File: config.mk
export PLATFORM = sky130hd
export DESIGN_NAME = vga_scan_ctrl
export DESIGN_NICKNAME = d
export VERILOG_FILES = /design/src/rtl/vga_scan_ctrl.sv
export SDC_FILE = /design/constraint.sdc
export NUM_CORES = 1
export LEC_CHECK = 0
export CORE_ASPECT_RATIO = 1.25
export CORE_MARGIN = 2
export CORE_UTILIZATION = 50
export CTS_BUF_LIST = sky130_fd_sc_hd__clkbuf_4 sky130_fd_sc_hd__clkbuf_8
export CTS_CLUSTER_DIAMETER = 200
export DETAILED_ROUTE_END_ITERATION = 16
export PLACE_DENSITY = 0.78
export SLEW_MARGIN = 30
export SYNTH_ARGS = -nofsm -noshare
export SYNTH_HDL_FRONTEND = slang
export SYNTH_SLANG_ARGS = --single-unit
File: constraint.sdc
create_clock -name clk_25mhz -period 1.94 [get_ports clk_25mhz]
set_input_delay 0.388 -clock clk_25mhz [delete_from_list [all_inputs] [get_ports clk_25mhz]]
set_output_delay 0.388 -clock clk_25mhz [all_outputs]
set_load 0.03 [all_outputs]
File: src/rtl/vga_scan_ctrl.sv
// vga_scan_ctrl: 640x480@60 VGA timing, VRAM scan addressing and RGB444 pin stage
module vga_scan_ctrl #(
    parameter int          H_ACTIVE  = 640,
    parameter int          H_FP      = 16,
    parameter int          H_SYNC    = 96,
    parameter int          H_BP      = 48,
    parameter int          V_ACTIVE  = 480,
    parameter int          V_FP      = 10,
    parameter int          V_SYNC    = 2,
    parameter int          V_BP      = 33,
    parameter logic [19:0] VRAM_BASE = 20'h00000
) (
    input  logic        clk_25mhz,
    input  logic        rst,
    input  logic        scan_en,
    output logic [19:0] vram_scan_addr,
    input  logic [15:0] vram_scan_data,
    output logic        vga_hs,
    output logic        vga_vs,
    output logic [3:0]  vga_r,
    output logic [3:0]  vga_g,
    output logic [3:0]  vga_b,
    output logic        frame_start
);
    localparam logic [9:0]  H_ACT    = 10'(H_ACTIVE);
    localparam logic [9:0]  HS_BEG   = 10'(H_ACTIVE + H_FP);
    localparam logic [9:0]  HS_END   = 10'(H_ACTIVE + H_FP + H_SYNC - 1);
    localparam logic [9:0]  H_LAST   = 10'(H_ACTIVE + H_FP + H_SYNC + H_BP - 1);
    localparam logic [9:0]  V_ACT    = 10'(V_ACTIVE);
    localparam logic [9:0]  VS_BEG   = 10'(V_ACTIVE + V_FP);
    localparam logic [9:0]  VS_END   = 10'(V_ACTIVE + V_FP + V_SYNC - 1);
    localparam logic [9:0]  V_LAST   = 10'(V_ACTIVE + V_FP + V_SYNC + V_BP - 1);
    localparam logic [18:0] PIX_LAST = 19'(H_ACTIVE * V_ACTIVE - 1);

    logic [9:0]  r_h_cnt;
    logic [9:0]  r_v_cnt;
    logic [18:0] r_pix_idx;
    logic [19:0] r_addr;
    logic        r_en_q;
    logic [1:0]  r_act_d;
    logic [1:0]  r_hs_d;
    logic [1:0]  r_vs_d;
    logic [1:0]  r_fs_d;
    logic        r_hs;
    logic        r_vs;
    logic        r_fs;
    logic [11:0] r_rgb;

    logic w_h_last;
    logic w_v_last;
    logic w_active;
    logic w_hs_n;
    logic w_vs_n;
    logic w_frame;
    logic w_unused;

    assign w_h_last = r_h_cnt == H_LAST;
    assign w_v_last = r_v_cnt == V_LAST;
    assign w_active = r_h_cnt < H_ACT && r_v_cnt < V_ACT;
    assign w_hs_n   = !(r_h_cnt >= HS_BEG && r_h_cnt <= HS_END);
    assign w_vs_n   = !(r_v_cnt >= VS_BEG && r_v_cnt <= VS_END);
    assign w_frame  = r_h_cnt == 10'd0 && r_v_cnt == 10'd0;
    assign w_unused = ^{vram_scan_data[11], vram_scan_data[6:5], vram_scan_data[0]};

    assign vram_scan_addr = r_addr;
    assign vga_hs         = r_hs;
    assign vga_vs         = r_vs;
    assign {vga_r, vga_g, vga_b} = r_rgb;
    assign frame_start    = r_fs;

    // Horizontal and vertical scan counters; v advances on h wrap, both wrap together at frame end
    always_ff @(posedge clk_25mhz) begin
        if (rst) begin
            r_h_cnt <= '0;
            r_v_cnt <= '0;
        end else begin
            r_h_cnt <= w_h_last ? '0 : r_h_cnt + 10'd1;
            if (w_h_last)
                r_v_cnt <= w_v_last ? '0 : r_v_cnt + 10'd1;
        end
    end

    // Pixel index, registered VRAM address (moves only on active pixels) and frame-start enable latch
    always_ff @(posedge clk_25mhz) begin
        if (rst) begin
            r_pix_idx <= '0;
            r_addr    <= VRAM_BASE;
            r_en_q    <= 1'b0;
        end else begin
            r_pix_idx <= (w_h_last && w_v_last) ? '0 :
                         (w_active && r_pix_idx != PIX_LAST) ? r_pix_idx + 19'd1 : r_pix_idx;
            if (w_active)
                r_addr <= VRAM_BASE + {1'b0, r_pix_idx};
            if (w_frame)
                r_en_q <= scan_en;
        end
    end

    // Delay region flags through the address and SRAM stages, then register pins with gated colour
    always_ff @(posedge clk_25mhz) begin
        if (rst) begin
            r_act_d <= '0;
            r_hs_d  <= 2'b11;
            r_vs_d  <= 2'b11;
            r_fs_d  <= '0;
            r_hs    <= 1'b1;
            r_vs    <= 1'b1;
            r_fs    <= 1'b0;
            r_rgb   <= '0;
        end else begin
            r_act_d <= {r_act_d[0], w_active};
            r_hs_d  <= {r_hs_d[0], w_hs_n};
            r_vs_d  <= {r_vs_d[0], w_vs_n};
            r_fs_d  <= {r_fs_d[0], w_frame};
            r_hs    <= r_hs_d[1];
            r_vs    <= r_vs_d[1];
            r_fs    <= r_fs_d[1];
            r_rgb   <= (r_act_d[1] && r_en_q) ?
                       {vram_scan_data[15:12], vram_scan_data[10:7], vram_scan_data[4:1]} : '0;
        end
    end
endmodule

### Word level (Yosys, flattened, before mapping)

Index checks and enable logic that the tools add are counted.
Widths: inputs -> output; s select.

| storage, ports and cells | value |
|---|---|
| logic and storage cells | 41 |
| output and inout port bits | 35 |
| flip-flop bits (word level) | 82 |
| bits of input ports | 19 |

| operators by class | value |
|---|---|
| $add $sub $neg | 3 |
| reduce and logical (&&, ||, !) cells | 14 |
| multiplexer cells | 1 |
| magnitude comparators | 6 |
| equality and inequality tests | 3 |
| bitwise operators | 1 |

Operators by type and width:

| kind | count |
|---|---|
| $add 10x1->10 const B | 2 |
| $eq 10x10->1 const B | 2 |
| $logic_not 10->1 | 2 |
| $add 19x1->19 const B | 1 |
| $ne 19x19->1 const B | 1 |
| $ge 10x10->1 const B | 1 |
| $ge 10x9->1 const B | 1 |
| $le 10x10->1 const B | 1 |
| $le 10x9->1 const B | 1 |
| $lt 10x10->1 const B | 1 |
| $lt 10x9->1 const B | 1 |
| $mux 10 | 1 |
| $logic_and 1x1->1 | 7 |
| $reduce_or 2->1 | 3 |
| $logic_not 1->1 | 2 |
| $not 1->1 | 1 |

### Depth between registers and ports, before layout

Gate-level depths: netlist of the first run.

| logic depth | value |
|---|---|
| depth in word-level cells | 3 |
| gate-level depth with buffers | 7 |
| gate-level depth less buffers | 6 |

### Worst setup path before layout of the first run

OpenSTA, ideal clock, no wires.

| timing | value |
|---|---|
| path type | register to register |
| from | register r_h_cnt[4] |
| to | register r_en_q |
| clock period less this slack | 1906 ps |
| library setup time | 70 ps |
| data arrival time | 1835 ps |
| buffers on the path | 1 |
| slack | 34 ps |
| stages on the path, launching flop included | 6 |
| data required time | 1870 ps |
| cells stage by stage | dfxtp_1 -> buf_6 -> or3_1 -> or4b_4 -> or4_1 -> a21oi_1 |

| between the ends | value |
|---|---|
| cells in the longest elaborated chain, start to end | 2 |

RTL lines:

| element | RTL line | RTL |
|---|---|---|
| start: declaration | 35 | `logic [9:0] r_h_cnt;` |
| start signal: assignment | 77 | `r_h_cnt <= w_h_last ? '0 : r_h_cnt + 10'd1;` |
| $logic_not 10->1 | 62 | `assign w_frame = r_h_cnt == 10'd0 && r_v_cnt == 10'd0;` |
| $logic_and 1x1->1 | 62 |  |
| end signal: assignment | 95 | `r_en_q <= scan_en;` |
| end: declaration | 39 | `logic r_en_q;` |

Every way passes these cells.
A chain may end at the register's enable or synchronous reset.

### Worst setup path after layout of the first run

| timing | value |
|---|---|
| from | register r_h_cnt[5] |
| to | register r_en_q |

Same word-level chain as after synthesis.

==> flow_metrics.py, run 1 <==
metrics = {
    "power_and_ir_drop": {
        "vdd_drop_max_v": 0.0005093,
        "p_leak_nw": 1.604,
        "power_per_cell_area_nw_per_um2": 675.6,
    },
    "synthesis": {
        "netlist_area_um2": 3525,
        "syn_inst": 411,
        "synthFlopType": "dfxtp_1",
        "synth.distinct_cells": 48,
        "yosysSeqAreaShare_pct": 46.57,
        "ys_ff_latch": 82,
        "syn-num-nets": 435,
        "yosys_warnings": 0,
        "synth_edf_count": 0,
        "postSynth.asyncResetShare_pct": 0,
        "avgSynthCellArea_um2": 8.576,
    },
    "setup_path": {
        "path_buf_inv": 0,
        "crit_path_start_kind": "flip-flop",
        "crit_type": "flip-flop to flip-flop",
        "crit_fanout": 4,
        "arrival_ns": 2.21,
        "required_ns": 2.24,
        "cpPeakStageDelay_ns": 0.50,
        "cp-end-kind": "flip-flop",
        "cpLargestDelayFamily": "simple AND/OR/NAND/NOR gates",
        "crit_slowest_cell": "or4_4",
        "path_cells": "or3_4 -> or4b_4 -> or4_4 -> a21oi_2",
    },
    "hold_path": {
        "worstHoldPathType": "input pin to flip-flop",
    },
    "route": {
        "drt_iter0_drc": 297,
        "antenna_left": 0,
        "dr.pass1.iters": 6,
        "vias": 3216,
        "vias_per_cell": 5.613,
        "routed_wl_um": 8025,
        "drcViolationCount": 0,
        "wl_per_cell_um": 14.01,
    },
    "grt": {
        "grt_overflow": 0,
        "grt_usage_pct": 21.69,
        "grt_max_degree": 40,
        "grt_pass1_vias": 3023,
        "antenna_found_initial": 0,
        "grt_pass1_wl_um": 13530,
    },
    "sta": {
        "fmax_ghz": 0.5255,
        "setup_viol": 0,
        "grt_setup_unrepaired": "yes",
        "timing_hold_violations_final": 0,
        "final.min_clock_period_ns": 1.903,
        "fin_skew_ns": 0.01162,
        "slew_viol_final": 0,
        "period_share_pct": 98.09,
        "setup-tns-final_ns": 0,
    },
    "floorplanning": {
        "num_io_pins": 54,
        "initial_core_util_pct": 51.14,
        "die-area_um2": 7741,
        "core-area_um2": 6892,
        "fp.dieH_um": 97.87,
        "die_width_um": 79.10,
        "placementRows": 34,
    },
    "flow_run": {
        "maxCapViolations": 0,
    },
    "layout": {
        "drive_gt1_share_pct": 14.91,
        "layout_commonest_cell": "dfxtp_1",
        "num-fill-cells": 561,
        "antenna_cells": 0,
        "final_cell_mix": "81 x dfxtp_1, 50 x nand2_1, 47 x clkdlybuf4s50_1",
        "fin_util_pct": 65.34,
        "area_growth_pct": 27.76,
        "nets": 502,
    },
    "clocking": {
        "cts_tree": "built",
        "cts_buffer_depth": 2,
        "cts_setup_buffers": 0,
        "htreeDepth": 3,
        "cts_hold_buf": 0,
        "path_clk_slew_ns": 0.09,
        "clk_latency_ns": 0.36,
        "cts_num_sinks": 82,
        "clock-root-buffer": "clkbuf_8",
        "cts_buffers": 9,
    },
    "outcome": {
        "status": "finished, final reports clean",
    },
    "placed_design": {
        "io_buffers": 48,
        "gp_congestion": 0.8634,
        "hpwlAfterDp_um": 5549,
    },
}
## timing repair
item	CTS	global route
endpoints found under the hold margin	0	0
endpoints found under the setup margin	1	15
pin swaps	1	4
resized for setup	0	10
## cell type report
class | instances | area [µm²] | share of cell area (%)
Inverter | 7 | 26.28 | 0.5835
Multi-Input combinational cell | 295 | 1780 | 39.54
Clock buffer | 10 | 137.6 | 3.056
Clock inverter | 6 | 48.80 | 1.084
Sequential cell | 82 | 1643 | 36.48
Tap cell | 90 | 112.6 | 2.501
Timing Repair Buffer | 83 | 754.5 | 16.75
## routing by layer
| metal | global-route usage (%) | up-vias | share of wire (%) |
|---|---|---|---|
| met3 | 5.545 | 22 | 4.7 |
| met1 | 25.59 | 1509 | 41 |
| met2 | 36.38 | 96 | 52 |
| met4 | 10.48 | 0 | 2.2 |
| met5 | 0 | - | 0 |
| li1 | - | 1589 | - |
## per-stage QoR
| stage | worst slack (ns) | hold WS (ns) | area [µm²] | power [mW] | instances |
|---|---|---|---|---|---|
| 2_1_floorplan | 0.03445 | 0.3895 | 3525 | 1.844 | 411 |
| 3_3_place_gp | 0.03073 | 0.3938 | 4279 | 1.912 | 557 |
| 3_5_place_dp | 0.006919 | 0.3933 | 4279 | 1.918 | 557 |
| 4_1_cts | 0.01604 | 0.3953 | 4466 | 3.057 | 573 |
| 5_1_grt | -0.01406 | 0.4039 | 4503 | 3.144 | 573 |
| 6_report | 0.03711 | 0.4045 | 4503 | 3.042 | 573 |
## final timing paths
kind | cells past startpoint | endpoint | slack [ns] | start
setup / recovery | 4 | r_en_q | 0.04 | r_h_cnt[5]
hold / removal | 2 | frame_start | 0.40 | rst
setup reg to reg | 4 | r_en_q | 0.04 | r_h_cnt[5]
hold reg to reg | 1 | r_vs_d[1] | 0.41 | r_vs_d[0]
## report_power, final
| part | switching (mW) | total, mW | internal (mW) |
|---|---|---|---|
| combinational | 0.0788 | 0.161 | 0.0822 |
| clock | 0.651 | 1.16 | 0.510 |
| sequential | 0.0147 | 1.72 | 1.71 |
## registers in the layout (all words and copies together), names as in the netlist
register and cells:
r_rgb 12, r_hs_d 2, r_fs_d 2, frame_start 1
vga_hs 1, r_en_q 1, r_h_cnt 10, r_v_cnt 10
r_act_d 2, r_vs_d 2, r_pix_idx 19, vga_vs 1
vram_scan_addr 19
## cell usage after synthesis (2+ instances only)
cell type | number | area, µm²
and3_1 | 5 | 31.28
nand3_1 | 14 | 70.07
nand4_1 | 14 | 87.58
o31ai_1 | 7 | 52.55
or2_2 | 5 | 31.28
and2_1 | 12 | 75.07
xor2_1 | 7 | 61.31
clkbuf_1 | 23 | 86.33
ha_1 | 5 | 62.56
o21ai_0 | 23 | 115.1
nand2_1 | 50 | 187.7
dfxtp_1 | 82 | 1642
mux2i_1 | 8 | 80.08
and4b_1 | 3 | 30.03
inv_1 | 7 | 26.28
a31oi_1 | 2 | 12.51
and4_1 | 5 | 43.79
nor4_1 | 8 | 50.05
xnor2_1 | 3 | 26.28
a41oi_1 | 2 | 17.52
nor3_1 | 4 | 20.02
a21oi_1 | 38 | 190.2
or3_1 | 9 | 56.30
nor2b_1 | 15 | 93.84
nand3b_1 | 2 | 15.01
a211oi_1 | 6 | 45.04
or4_1 | 7 | 52.55
nor2_1 | 25 | 93.84
## worst register-to-register path, delay by kind of cell, from the launching register on
kind	cells	cell delay, ns
AOI/OAI and AO/OA	1	0.14
DFF	1	0.34
and+or+nand+nor	3	1.37
## cells by family after synthesis
kind of cell | share of synthesized area (%)
and+or+nand+nor | 28.79
DFF | 46.57
muxes | 2.591
xor gates and xnor gates | 2.485
buffers and inverters | 3.976
AOI/OAI and AO/OA | 13.70
adders and majority gates | 1.775
other | 0.1064
(Power assumes the default switching activity.)
==> run 2, diff against run 1 <==
--- a/config.mk
+++ b/config.mk
@@ -5,13 +5,14 @@
 export SDC_FILE = /design/constraint.sdc
 export NUM_CORES = 1
 export LEC_CHECK = 0
+export ABC_AREA = 1
 export CORE_ASPECT_RATIO = 1.25
 export CORE_MARGIN = 2
-export CORE_UTILIZATION = 50
+export CORE_UTILIZATION = 51
 export CTS_BUF_LIST = sky130_fd_sc_hd__clkbuf_4 sky130_fd_sc_hd__clkbuf_8
 export CTS_CLUSTER_DIAMETER = 200
 export DETAILED_ROUTE_END_ITERATION = 16
-export PLACE_DENSITY = 0.78
+export PLACE_DENSITY = 0.79
 export SLEW_MARGIN = 30
 export SYNTH_ARGS = -nofsm -noshare
 export SYNTH_HDL_FRONTEND = slang
==> flow_metrics.py, run 2 <==
metrics = {
    "layout": {
        "final_cell_mix": "94 x nand2_1, 83 x nor2_1, 82 x dfxtp_1",
        "fin_util_pct": 64.02,
        "layout_commonest_cell": "nand2_1",
        "drive_gt1_share_pct": 11.01,
        "final_cells": 644,
        "area_growth_pct": 21.10,
        "fin_area_um2": 4467,
        "nets": 573,
        "antenna_cells": 0,
    },
    "sta": {
        "slew_viol_final": 0,
        "final.min_clock_period_ns": 1.807,
        "timing_hold_violations_final": 0,
        "setup_viol": 0,
        "fin_skew_ns": 0.01164,
        "fmax_ghz": 0.5533,
        "grt_setup_unrepaired": "no",
        "period_share_pct": 93.16,
        "holdWs_ns": 0.4133,
        "setup-tns-final_ns": 0,
        "finalWorstSetupSlack_ns": 0.1327,
    },
    "power_and_ir_drop": {
        "p_clk_share_pct": 39.0,
        "p_sw_uw": 786.0,
        "power_mw": 3.205,
        "switching_share_pct": 24.52,
        "power_per_cell_area_nw_per_um2": 717.6,
        "comb_power_share_pct": 6.6,
        "vdd_drop_max_v": 0.0003822,
        "p_leak_nw": 1.832,
        "p_int_mw": 2.419,
        "seq_power_share_pct": 54.4,
    },
    "placed_design": {
        "hpwlAfterDp_um": 5757,
        "post_dp_cell_area_um2": 4265,
        "pre_cts_ws_ns": 0.06561,
        "gp_congestion": 0.9265,
        "placed_cells": 628,
        "io_buffers": 48,
    },
    "synthesis": {
        "synth_edf_count": 0,
        "yosys.area.top_type": "dfxtp_1",
        "syn_inst": 495,
        "synthTopCellsByCount": "95 x nand2_1, 83 x nor2_1, 82 x dfxtp_1",
        "synthFlopType": "dfxtp_1",
        "yosysSeqAreaShare_pct": 44.50,
        "ys_ff_latch": 82,
        "netlist_area_um2": 3689,
        "postSynth.asyncResetShare_pct": 0,
        "syn-num-nets": 519,
        "synth_top_area_share_pct": 44.50,
        "post-synth-top-count-cell": "nand2_1",
        "yosys_warnings": 0,
        "synth.distinct_cells": 33,
        "synthTopCellsByArea": "dfxtp_1 45%, nand2_1 9.7%, nor2_1 8.4%",
        "avgSynthCellArea_um2": 7.452,
    },
    "floorplanning": {
        "die-area_um2": 7933,
        "placementRows": 34,
        "num_io_pins": 54,
        "die_width_um": 80.07,
        "core-area_um2": 6977,
        "initial_core_util_pct": 52.87,
        "fp.dieH_um": 99.08,
    },
    "route": {
        "wl_per_cell_um": 12.54,
        "routed_wl_um": 8073,
        "antenna_left": 0,
        "drt_iter0_drc": 165,
        "vias": 3269,
        "drcViolationCount": 0,
        "dr.pass1.iters": 4,
        "vias_per_cell": 5.076,
    },
    "clocking": {
        "cts_buffer_depth": 2,
        "cts_buffers": 9,
        "clock-root-buffer": "clkbuf_8",
        "cts_hold_buf": 0,
        "cts_tree": "built",
        "cts_num_sinks": 82,
        "path_clk_slew_ns": 0.09,
        "htreeDepth": 3,
        "clk_latency_ns": 0.35,
    },
    "grt": {
        "grt_pass1_wl_um": 13990,
        "grt_usage_pct": 21.95,
        "antenna_found_initial": 0,
        "grt_overflow": 0,
        "grt_pass1_vias": 3239,
        "grt_max_degree": 17,
    },
    "setup_path": {
        "cpLargestDelayFamily": "buffers and inverters",
        "r2r_start": "r_v_cnt[9]",
        "crit_slowest_cell": "clkdlybuf4s50_1",
        "path_cells": "clkdlybuf4s50_1",
        "required_ns": 1.55,
        "cpPeakStageDelay_ns": 0.69,
        "crit_type": "flip-flop to primary output",
        "crit_path_start_kind": "flip-flop",
        "crit_fanout": 2,
        "cp-end-kind": "primary output",
        "path_buf_inv": 1,
        "arrival_ns": 1.42,
        "crit_start": "vram_scan_addr[8]",
    },
    "flow_run": {
        "maxCapViolations": 0,
    },
    "outcome": {
        "status": "finished, final reports clean",
    },
    "hold_path": {
        "hp-start": "r_fs_d[0]",
        "worstHoldPathType": "flip-flop to flip-flop",
    },
}
-- run 2: layout make-up --
type                            count  area [µm²]
Multi-Input combinational cell    338        1732
Clock inverter                      7       75.07
Inverter                           63       236.5
Tap cell                           90       112.6
Fill cell                         594        2510
Clock buffer                        9       123.9
Timing Repair Buffer               55       545.5
Sequential cell                    82        1642
-- run 2: cells by family after synthesis --
group	Yosys count	share of synthesized area [%]
flip-flops	82	44.50
other	1	0.1017
AND/OR/NAND/NOR	256	32.09
AO/OA/AOI/OAI	63	9.906
adder cells (fa/ha/maj)	5	1.696
buffers and inverters	75	8.616
XOR/XNOR	13	3.087
-- run 2: what timing repair did --
item                       CTS  global route
resized for setup            0             1
buffers inserted             0             0
setup endpoints to repair    0             7
-- run 2: layer usage --
metal  global-route usage (%)  part of all wire (%)  up-vias
li1                         -                     -     1663
met1                    26.57                    43     1487
met2                    36.92                    50       96
met3                    4.029                   4.2       23
met4                    10.95                   2.8        0
met5                        0                     0        -
-- run 2: final timing paths --
kind / to / slack, ns / cells after the start
worst max-delay path: vram_scan_addr[8] / 0.13 / 1
worst min-delay path: r_fs_d[1] / 0.41 / 2
worst max register to register: r_pix_idx[13] / 0.28 / 8
worst min register to register: r_fs_d[1] / 0.41 / 2
-- run 2: power groups by stage --
stage / clock network, mW / logic [mW] / registers, mW
floorplan: 0 / 0.111 / 1.80
global placement: 0 / 0.206 / 1.78
detailed placement: 0 / 0.210 / 1.78
CTS: 1.27 / 0.212 / 1.74
global route: 1.34 / 0.235 / 1.75
finish: 1.25 / 0.211 / 1.74
